### config.mk
export PLATFORM = sky130hd
export DESIGN_NAME = rng
export DESIGN_NICKNAME = d
export VERILOG_FILES = /design/src/rtl/rng_pkg.sv /design/src/rtl/rng_lfsr.sv /design/src/rtl/rng.sv
export SDC_FILE = /design/constraint.sdc
export NUM_CORES = 1
export LEC_CHECK = 0
export CAP_MARGIN = 20
export CORE_AREA = 2 2 39 41
export CTS_BUF_LIST = sky130_fd_sc_hd__clkbuf_16
export DETAILED_ROUTE_END_ITERATION = 7
export DIE_AREA = 0 0 41 43
export DONT_BUFFER_PORTS = 1
export SLEW_MARGIN = 20
export SYNTH_ARGS = -nofsm -noshare
export SYNTH_HDL_FRONTEND = slang
export SYNTH_SLANG_ARGS = --single-unit
### constraint.sdc
create_clock -name clk -period 1.3 [get_ports clk]
set_input_delay 0.13 -clock clk [delete_from_list [all_inputs] [get_ports clk]]
set_output_delay 0.13 -clock clk [all_outputs]
set_load 0.01 [all_outputs]
### src/rtl/rng_pkg.sv
// Shared constants for the rng block: LFSR width, default seed, feedback taps
// and the single-step next-state function for the x^4+x^3+1 polynomial.
package rng_pkg;

  localparam int             RNG_W            = 4;
  localparam logic [RNG_W-1:0] RNG_SEED_DEFAULT = 4'h1;

  // Feedback taps for x^4 + x^3 + 1 (Fibonacci form, shift toward MSB).
  localparam int RNG_TAP_HI = 3;
  localparam int RNG_TAP_LO = 2;

  function automatic logic [RNG_W-1:0] lfsr_next(input logic [RNG_W-1:0] s);
    return {s[RNG_W-2:0], s[RNG_TAP_HI] ^ s[RNG_TAP_LO]};
  endfunction

endpackage

### src/rtl/rng_lfsr.sv
// Free-running maximal-length LFSR (period 15 for 4 bits).
// Ports:
//   clk   - system clock, rising edge
//   rst   - synchronous active-high reset, loads the seed
//   state - current LFSR state
// Only WIDTH = 4 is supported; the taps are fixed for that width.
module rng_lfsr
  import rng_pkg::*;
#(
  parameter int               WIDTH = RNG_W,
  parameter logic [WIDTH-1:0] SEED  = RNG_SEED_DEFAULT
) (
  input  logic             clk,
  input  logic             rst,
  output logic [WIDTH-1:0] state
);

  // An all-zero seed would lock the register up, so it is replaced by 1.
  localparam logic [WIDTH-1:0] SEED_EFF = (SEED == '0) ? WIDTH'(1) : SEED;

  always_ff @(posedge clk) begin
    if (rst) begin
      state <= SEED_EFF;
    end else if (state == '0) begin
      // Unreachable in normal operation; recovers from an upset into 0.
      state <= SEED_EFF;
    end else begin
      state <= lfsr_next(state);
    end
  end

endmodule

### src/rtl/rng.sv
// Pseudo-random number source. A free-running LFSR advances every clock; a
// rising edge on RNG_gen captures the pre-advance LFSR state onto count_out
// and pulses en for one cycle. count_out holds until the next request.
// Ports:
//   clk       - system clock, rising edge
//   rst       - synchronous active-high reset
//   RNG_gen   - request level; a rising edge triggers a capture
//   count_out - last captured value (registered), 0 only after reset
//   en        - one-cycle strobe marking a new count_out (registered)
module rng
  import rng_pkg::*;
#(
  parameter logic [RNG_W-1:0] SEED  = RNG_SEED_DEFAULT,
  parameter int               WIDTH = RNG_W
) (
  input  logic             clk,
  input  logic             rst,
  input  logic             RNG_gen,
  output logic [WIDTH-1:0] count_out,
  output logic             en
);

  logic [WIDTH-1:0] lfsr;
  logic             gen_q;
  logic             trigger;

  rng_lfsr #(
    .WIDTH (WIDTH),
    .SEED  (SEED)
  ) u_lfsr (
    .clk   (clk),
    .rst   (rst),
    .state (lfsr)
  );

  // gen_q resets high so a request held across reset release is ignored
  // until RNG_gen has been seen low at least once.
  assign trigger = RNG_gen & ~gen_q;

  always_ff @(posedge clk) begin
    if (rst) begin
      gen_q     <= 1'b1;
      count_out <= '0;
      en        <= 1'b0;
    end else begin
      gen_q <= RNG_gen;
      en    <= trigger;
      if (trigger) begin
        // lfsr here is the value before this edge's advance.
        count_out <= lfsr;
      end
    end
  end

endmodule

==> metrics.csv <==
stage,metric,value,unit
power_and_ir_drop,power_per_cell_area,1890,nW/µm²
critical_path,critPathMaxFanout,2,
cts,h-tree-depth,1,
flow_run,cap_violations,0,
critical_path,cp_num_cells,4,
timing,fin_worst_skew,0.000630,ns
placement,numPortBuffers,0,
timing,fmax,910,MHz
detailed_routing,vias_per_cell,4.26,
timing,finalCritPeriodShare,0.845,
detailed_routing,post-route-drc-count,0,
timing,worst_pin_slew,0.228,ns
power_and_ir_drop,p_leak,0.000191,µW
detailed_routing,drt_iter0_drc,2,
critical_path,path_class,flop to flop,
timing,finalSetupViolations,0,
min_path,hold_path_class,primary input to flop,
critical_path,end_kind,flop,
floorplanning,initial_core_util,0.269,
critical_path,crit_family,simple AND/OR/NAND/NOR gates,
power_and_ir_drop,p_int,751,µW
floorplanning,core_region_area,1380,µm²
synthesis,yosysSeqAreaShare,0.537,
power_and_ir_drop,pwr-share-seq,0.367,
global_route,grt_first_pass_wirelength,924,µm
finish,final_common_cell,dfxtp_1,
critical_path,cp-start-kind,flop,
synthesis,yosys_warnings,0,
cts,clkSinkCount,10,
finish,area_growth,28.9,%
critical_path,worstPathArrival,1.21,ns
timing,slew_headroom,0.848,
cts,clock_latency,0.23,ns
cts,cts-root-buf,clkbuf_16,
floorplanning,die_x,41,µm
finish,design_area,480,µm²
timing,maxSlewViolCount,0,
cts,clk_path_buf_depth,2,
timing,rsz0062_at_grt,false,
power_and_ir_drop,combPwrFrac,0.041,
synthesis,synth.avg_cell_area,11.7,µm²
cts,cts_tree,done,
finish,layout.core_utilization,0.347,
global_route,grt_max_degree,10,
finish,n_antenna_cell,0,
finish,drive_gt1_frac,0.162,
floorplanning,rows,14,
cts,path_clk_slew,0.04,ns
placement,hpwl,360,µm
detailed_routing,dr_total_vias,226,
status,outcome,finished clean,
placement,placed_cell_area,382,µm²
detailed_routing,ant_nets,0,
critical_path,reg2regPathDepth,4,
timing,tns,0,ns
critical_path,cp.required,1.41,ns
global_route,gr-total-overflow,0,
synthesis,ys_types,16,
power_and_ir_drop,p_sw_frac,0.175,
power_and_ir_drop,pwr-share-clk,0.592,
detailed_routing,drt_first_pass_iters,2,
floorplanning,die-area,1760,µm²
critical_path,cp_slowest_stage_delay,0.31,ns
power_and_ir_drop,peakVddDrop,0.000407,V
finish,nets,42,
critical_path,crit_chain,inv_1 > ha_1 > nor3b_1 > or3_1,
critical_path,cp_num_buf_inv,1,
synthesis,synth_area,373,µm²
synthesis,netlist_instances,32,
finish,layout_common_cells,"10 x dfxtp_1, 4 x nor2b_1, 3 x nand2b_1, 3 x clkbuf_16",
timing,hold_viol,0,
synthesis,syn_nets,36,
synthesis,ys_seq_elements,10,
timing,min_period,1.10,ns
global_route,grt_pass1_vias,234,
global_route,grt_use_total,0.0863,
floorplanning,die_y,43,µm
placement,globalplace.congestion,0.575,
detailed_routing,wire_per_inst,10.7,µm
detailed_routing,drt_wl_total,567,µm
critical_path,critPathSlowestCell,dfxtp_1,
finish,num-fill-cells,138,
power_and_ir_drop,power.switching,160,µW
floorplanning,num_io_pins,8,
min_path,holdPathStages,1,
cts,cts_buffers,3,
global_route,antenna_found_initial,0,
## sequential cells by signal (all words and copies together) (netlist names)
| name | flops |
|---|---|
| count_out | 4 |
| u_lfsr.state | 4 |
| en | 1 |
| gen_q | 1 |
## power groups by stage
stage | sequential [µW] | combinational (µW) | clock (µW)
after floorplan | 337 | 33.1 | 0
after global placement | 338 | 31.5 | 0
after detailed placement | 339 | 31.3 | 0
after CTS | 334 | 38.2 | 550
after global routing | 336 | 41.4 | 569
final | 334 | 37.5 | 539
## synthesized netlist by cell type, drive strengths merged
| cell | instances | area share |
|---|---|---|
| and2b | 2 | 0.047 |
| nor3b | 1 | 0.020 |
| buf | 1 | 0.030 |
| nand2b | 3 | 0.050 |
| mux2i | 1 | 0.027 |
| ha | 1 | 0.034 |
| inv | 2 | 0.020 |
| nor2 | 1 | 0.010 |
| nand4bb | 1 | 0.030 |
| nor2b | 4 | 0.067 |
| or2 | 1 | 0.017 |
| mux2 | 2 | 0.081 |
| dfxtp | 10 | 0.54 |
| o21ai | 1 | 0.013 |
| or3 | 1 | 0.017 |
## worst reg2reg max path, stage by stage (launching register included)
cell and delay (ns):
dfxtp_1 0.31, inv_1 0.04, ha_1 0.17, nor3b_1 0.14
or3_1 0.30
## through the flow
stage | power [µW] | hold WS (ns) | std cells | worst slack, ns
floorplan | 370 | 0.227 | 32 | 0.246
global placement | 370 | 0.219 | 47 | 0.217
detailed placement | 370 | 0.218 | 47 | 0.201
CTS | 922 | 0.00938 | 53 | 0.187
global route | 947 | 0.00344 | 53 | 0.137
finish | 910 | 0.00743 | 53 | 0.201
## what timing repair did
action,CTS,global route
buffers inserted,0,0
resized for setup,0,0
hold endpoints to repair,3,0
hold buffers,2,0
## worst paths after layout
kind	slack (ns)	start	endpoint
worst max-delay path	0.20	u_lfsr.state[2]	u_lfsr.state[0]
worst min-delay path	0.007	rst	u_lfsr.state[0]
worst max register to register	0.20	u_lfsr.state[2]	u_lfsr.state[0]
worst min register to register	0.47	u_lfsr.state[2]	u_lfsr.state[3]
## logic make-up (layout without fill, tap and decap cells)
kind of cell,after synthesis,count (layout),synth area share
and+or+nand+nor,14,14,0.258
adders and majority gates,1,1,0.0336
muxes,3,3,0.107
AOI/OAI and AO/OA,1,1,0.0134
DFF,10,10,0.537
buffers and inverters,3,8,0.0503
## metal layers
layer	global-route usage	vias to the layer above	wire length, µm
met4	0.120	0	12
met2	0.103	7	282
li1	-	113	-
met1	0.0932	104	248
met3	0.0314	2	23
met5	0	-	0
## area by class of cell
cell class,count,area [µm²],share of cell area
clock buffers,3,75.1,0.156
clock inverters,1,3.75,0.00781
inverters,2,7.51,0.0156
multi-input cells,19,154,0.320
flip-flops and latches,10,200,0.417
well taps,16,20.0,0.0417
repair buffers,2,20.0,0.0417
(Power assumes the default switching activity.)
